===== src/rtl/cpc_ga_pkg.sv =====
// Shared constants and types for the CPC gate-array timing blocks.
// Holds the line-counter geometry and the CPU wait-grid phase type.
package cpc_ga_pkg;

  localparam int CNT_W     = 6;
  localparam int INT_LINES = 52;
  localparam int VSYNC_DLY = 2;
  localparam int CNT_HALF  = 32;

  typedef logic [1:0] wait_phase_t;

endpackage


===== src/rtl/cpc_int_counter.sv =====
// CPC 300 Hz raster interrupt source: counts HSYNC falls, resyncs after VSYNC,
// and clears the pending request on RMR writes or CPU interrupt acknowledge.
module cpc_int_counter
  import cpc_ga_pkg::*;
#(
  parameter int HSYNC_PER_INT = INT_LINES,
  parameter int VSYNC_DELAY   = VSYNC_DLY
) (
  input  logic             clk,
  input  logic             reset_n,
  input  logic             hsync,
  input  logic             vsync,
  input  logic             m1_n,
  input  logic             iorq_n,
  input  logic             int_clr,
  output logic             int_pend,
  output logic [CNT_W-1:0] int_cnt
);

  localparam int               DLY_W = $clog2(VSYNC_DELAY + 1);
  localparam logic [CNT_W-1:0] WRAP  = CNT_W'(HSYNC_PER_INT - 1);
  localparam logic [CNT_W-1:0] HALF  = CNT_W'(CNT_HALF);

  logic             hsync_prev, vsync_prev, ack_prev;
  logic             ack_now, hsync_fall, vsync_rise, ack;
  logic [DLY_W-1:0] dly, dly_next;
  logic [CNT_W-1:0] cnt_acked, cnt_next;
  logic             pend_acked, pend_next;

  assign ack_now    = ~m1_n & ~iorq_n;
  assign hsync_fall = hsync_prev & ~hsync;
  assign vsync_rise = ~vsync_prev & vsync;
  assign ack        = ack_now & ~ack_prev;

  // Ack is applied first so the hsync update below sees the acknowledged count.
  assign cnt_acked  = ack ? {1'b0, int_cnt[CNT_W-2:0]} : int_cnt;
  assign pend_acked = int_pend & ~ack;

  // NOTE: every variable gets a default at the top of always_comb, so no path can infer a latch.
  always_comb begin
    cnt_next  = cnt_acked;
    pend_next = pend_acked;
    dly_next  = dly;
    if (int_clr) begin
      cnt_next  = '0;
      pend_next = 1'b0;
    end else if (hsync_fall) begin
      if (dly != '0) begin
        dly_next = dly - 1'b1;
        if (dly == DLY_W'(1)) begin
          cnt_next = '0;
          if (cnt_acked >= HALF) pend_next = 1'b1;
        end
      end else if (cnt_acked == WRAP) begin
        cnt_next  = '0;
        pend_next = 1'b1;
      end else begin
        cnt_next = cnt_acked + 1'b1;
      end
    end
    // A fresh VSYNC always restarts the resync delay, even mid-countdown.
    if (vsync_rise) dly_next = DLY_W'(VSYNC_DELAY);
  end

  // NOTE: sequential state uses non-blocking assignments so all registers update together at the edge.
  always_ff @(posedge clk or negedge reset_n) begin
    if (!reset_n) begin
      hsync_prev <= 1'b0;
      vsync_prev <= 1'b0;
      ack_prev   <= 1'b0;
      dly        <= '0;
      int_cnt    <= '0;
      int_pend   <= 1'b0;
    end else begin
      hsync_prev <= hsync;
      vsync_prev <= vsync;
      ack_prev   <= ack_now;
      dly        <= dly_next;
      int_cnt    <= cnt_next;
      int_pend   <= pend_next;
    end
  end

endmodule


===== src/rtl/cpc_int_wait_gen.sv =====
// Gate-array timing stage feeding the z80 wrapper: raster interrupt request
// plus a phase-locked wait_n that stretches bus accesses onto a 4-T-state grid.
module cpc_int_wait_gen
  import cpc_ga_pkg::*;
#(
  parameter int HSYNC_PER_INT = INT_LINES,
  parameter int VSYNC_DELAY   = VSYNC_DLY,
  parameter int WAIT_ENABLE   = 1,
  parameter int WAIT_PHASE    = 3
) (
  input  logic             clk,
  input  logic             reset_n,
  input  logic             cpu_ce,
  input  logic             hsync,
  input  logic             vsync,
  input  logic             m1_n,
  input  logic             iorq_n,
  input  logic             int_clr,
  output logic             int_n,
  output logic             wait_n,
  output logic [CNT_W-1:0] int_cnt
);

  localparam wait_phase_t RELEASE  = wait_phase_t'(WAIT_PHASE);
  localparam logic        WAIT_OFF = (WAIT_ENABLE == 0);

  logic        int_pend;
  wait_phase_t phase, phase_next;

  cpc_int_counter #(
    .HSYNC_PER_INT (HSYNC_PER_INT),
    .VSYNC_DELAY   (VSYNC_DELAY)
  ) u_counter (
    .clk      (clk),
    .reset_n  (reset_n),
    .hsync    (hsync),
    .vsync    (vsync),
    .m1_n     (m1_n),
    .iorq_n   (iorq_n),
    .int_clr  (int_clr),
    .int_pend (int_pend),
    .int_cnt  (int_cnt)
  );

  assign int_n      = ~int_pend;
  assign phase_next = phase + 1'b1;

  // wait_n is released only in the grid slot that lands on RELEASE.
  always_ff @(posedge clk or negedge reset_n) begin
    if (!reset_n) begin
      phase  <= '0;
      wait_n <= 1'b1;
    end else if (cpu_ce) begin
      phase  <= phase_next;
      wait_n <= (phase_next == RELEASE) | WAIT_OFF;
    end
  end

endmodule


===== config.mk =====
export PLATFORM = sky130hd
export DESIGN_NAME = cpc_int_wait_gen
export DESIGN_NICKNAME = d
export VERILOG_FILES = /design/src/rtl/cpc_ga_pkg.sv /design/src/rtl/cpc_int_counter.sv /design/src/rtl/cpc_int_wait_gen.sv
export SDC_FILE = /design/constraint.sdc
export NUM_CORES = 1
export LEC_CHECK = 0
export BUFFER_PORTS_ARGS = -buffer_cell sky130_fd_sc_hd__buf_4
export CORE_MARGIN = 3
export CORE_UTILIZATION = 44
export DETAILED_ROUTE_END_ITERATION = 16
export PLACE_DENSITY = 0.68
export SKIP_LAST_GASP = 1
export SYNTH_ARGS = -nofsm -noshare
export SYNTH_HDL_FRONTEND = slang
export SYNTH_HIERARCHICAL = 1
export SYNTH_SLANG_ARGS = --single-unit

===== constraint.sdc =====
create_clock -name clk -period 4.91 [get_ports clk]
set_input_delay 0.2455 -clock clk [delete_from_list [all_inputs] [get_ports clk]]
set_output_delay 0.2455 -clock clk [all_outputs]
set_load 0.02 [all_outputs]

==> results.cfg <==
[power_and_ir_drop]
p_switching_uw = 86.1
power_density_nw_per_um2 = 304
power_frac_seq_pct = 52.4
internal-power_uw = 207
finalPower_uw = 294
pwr-share-clk_pct = 23.9
pwr-share-comb_pct = 23.6
power_leakage_uw = 0.000446
swShare_pct = 29.3
vdd_drop_max_mv = 0.145

[timing]
fin_worst_skew_ns = 0.00489
fin_crit_ns = 1.69
hold_violations = 0
setup_viol = 0
worst_slew_margin_rel_pct = 64.2
tns_ns = 0
fmax_mhz = 591
tightest_slew_ns = 0.532
slew_violations = 0
rsz0062_at_grt = false
fin_hold_ws_ns = 0.0840
finalCritPeriodShare_pct = 34.4

[routing]
drtIter0Drc = 23
viasPerCell = 5.29
drtPass1Iterations = 4
wire_per_inst_um = 12.9
postRouteAntennaNets = 0
drc_errors = 0
drt-total-wl_um = 1500
dr_total_vias = 614

[global_routing]
antenna_found_initial = 0
grt_use_total_pct = 15.0
grt_pass1_vias = 556
grt-ovfl-total = 0
grt_max_degree = 16
grt_pass1_wl_um = 2410

[critical_path]
path_delay_family = simple AND/OR/NAND/NOR gates
crit_required_ns = 5.08
crit_fanout = 6
cp-start-kind = flip-flop
path_class = flip-flop to flip-flop
cp.buffers_inverters = 1
cp_cell_sequence = inv_1 > ha_1 > or4b_4 > a221o_1
cp_slowest_cell = or4b_4
critPathMaxStageDelay_ns = 0.56
cp-end-kind = flip-flop
arrival_ns = 1.87

[clocking]
cts_resized = 0
ctsHtreeMaxLevel = 1
clk_latency_ns = 0.28
cts.sinks = 15
root_buffer = clkbuf_4
clockBufferDepth = 2
cts_tree = yes
cts_buffers = 3
clkTransAtPathRegs_ns = 0.09

[finish]
drive_gt1_share_pct = 25.0
area_delta_synth_final_pct = 22.9
antennaDiodeCount = 0
final_nets = 106

[yosys]
yosys.area.top_type = dfrtp_1
muxShareOfSynthArea_pct = 3.18
yosys-top-cells-area = dfrtp_1 45%, ha_1 8.0%, inv_1 4.8%
ys_ff_latch = 15
synth_top_family_by_area = compound AO/OA/AOI/OAI gates
avgSynthCellArea_um2 = 10.9
synthArstFlopShare_pct = 100
synthFlopType = dfrtp_1
synthAdderAreaFrac_pct = 7.96
syn_nets = 85
synth_cell_types = 32
yosys.area_share.simple_pct = 16.1
synth_top_cell_area_share_pct = 44.6
synth_edf_count = 0
syn_area_um2 = 786
seq_area_frac_synth_pct = 47.9
synth_compound_area_share_pct = 16.7
synth_xor_area_share_pct = 3.34
synthCells = 72
yosysWarningCount = 6

[floorplan]
initial_core_util_pct = 49.3
ioPinCount = 16
die_h_um = 48.3
fp-row-count = 14
core_area_um2 = 1590
dieArea_um2 = 2330
die_w_um = 48.3

[place]
routabilityCongestion = 0.728
io_buffer_count = 15
dp_hpwl_um = 1130

[outcome]
status = finished clean

[run]
drv_cap = 0

[min_path]
min_path_type = primary input to flip-flop
[cells by family (layout without fill, tap and decap cells)]
family / after synthesis / in the layout
and+or+nand+nor: 19 / 19
DFF: 15 / 15
adders and majority gates: 5 / 5
AOI/OAI and AO/OA: 18 / 18
muxes: 2 / 2
buffers and inverters: 10 / 30
xor gates and xnor gates: 3 / 3
[per-stage QoR]
step / setup slack (ns) / cells / instance area [um^2] / utilization [%]
6_report: 3.22 / 116 / 966 / 60.6
5_1_grt: 3.11 / 116 / 966 / 60.6
4_1_cts: 3.21 / 116 / 966 / 60.6
3_5_place_dp: 3.21 / 111 / 928 / 58.2
3_3_place_gp: 3.28 / 111 / 928 / 58.2
2_1_floorplan: 3.31 / 72 / 786 / -
[worst reg2reg max path: stages (launching register included)]
cell	delay [ns]
dfrtp_1	0.35
inv_1	0.07
ha_1	0.27
or4b_4	0.56
a221o_1	0.34
[cell usage in the layout (no fill, tap or decap), drive strengths merged, types with 2 or more instances in the layout]
master   n
a21oi    2
buf     15
clkbuf   3
dfrtp   14
ha       5
inv     10
nand2b   2
nand3    3
nor2     4
nor3     2
o211ai   4
o21a     2
o21ai    3
xor2     2
[path summary, 6_finish.rpt]
check | cells after the start | endpoint | slack (ns) | startpoint
worst max register to register | 4 | u_counter/dly[1]$_DFFE_PN0P_ | 3.22 | u_counter/dly[0]$_DFFE_PN0P_
worst min register to register | 1 | phase[0]$_DFFE_PN0P_ | 0.48 | phase[0]$_DFFE_PN0P_
max in group asynchronous | 2 | wait_n$_DFFE_PN1P_ | 4.33 | reset_n
min in group asynchronous | 2 | u_counter/ack_prev$_DFF_PN0_ | 0.34 | reset_n
worst max-delay path | 4 | u_counter/dly[1]$_DFFE_PN0P_ | 3.22 | u_counter/dly[0]$_DFFE_PN0P_
worst min-delay path | 1 | u_counter/vsync_prev$_DFF_PN0_ | 0.08 | vsync
[state kept, by name, summed over array words and instances, names as in the netlist]
register,cells
wait_n,1
u_counter/hsync_prev,1
u_counter/int_cnt,6
u_counter/dly,2
u_counter/ack_prev,1
phase,2
u_counter/int_pend,1
u_counter/vsync_prev,1
[timing repair]
item	4_1_cts	5_1_grt
endpoints found under the hold margin	14	0
buffers inserted	0	0
hold buffers	1	0
[layout make-up]
type                       instances  area [um^2]
fill                             142          628
sequential                        15          377
multi-input combinational         47          372
timing repair buffer              16          123
inverter                          10         37.5
tap                               24         30.0
clock buffer                       3         22.5
clock inverter                     1         5.00
[synth_stat cells (2+ instances only)]
cell type and instances:
a21oi_1 2, dfrtp_1 14, ha_1 5, inv_1 10
nand2b_1 2, nand3_1 3, nor2_1 4, nor3_1 2
o211ai_1 4, o21a_1 2, o21ai_1 2, xor2_1 2
[power groups by stage]
stage          sequential, uW  clock [uW]  combinational [uW]
2_1_floorplan             161           0                39.2
3_3_place_gp              156           0                65.7
3_5_place_dp              157           0                69.2
4_1_cts                   154        73.6                70.3
5_1_grt                   157        79.5                78.1
6_report                  154        70.3                69.4
[routing by layer]
layer | part of all wire [%] | track usage, %
met5 | 0 | 0
met4 | 1.1 | 4.84
met3 | 5.7 | 5.54
met2 | 43 | 21.9
met1 | 50 | 20.6
(Power assumes the default switching activity.)
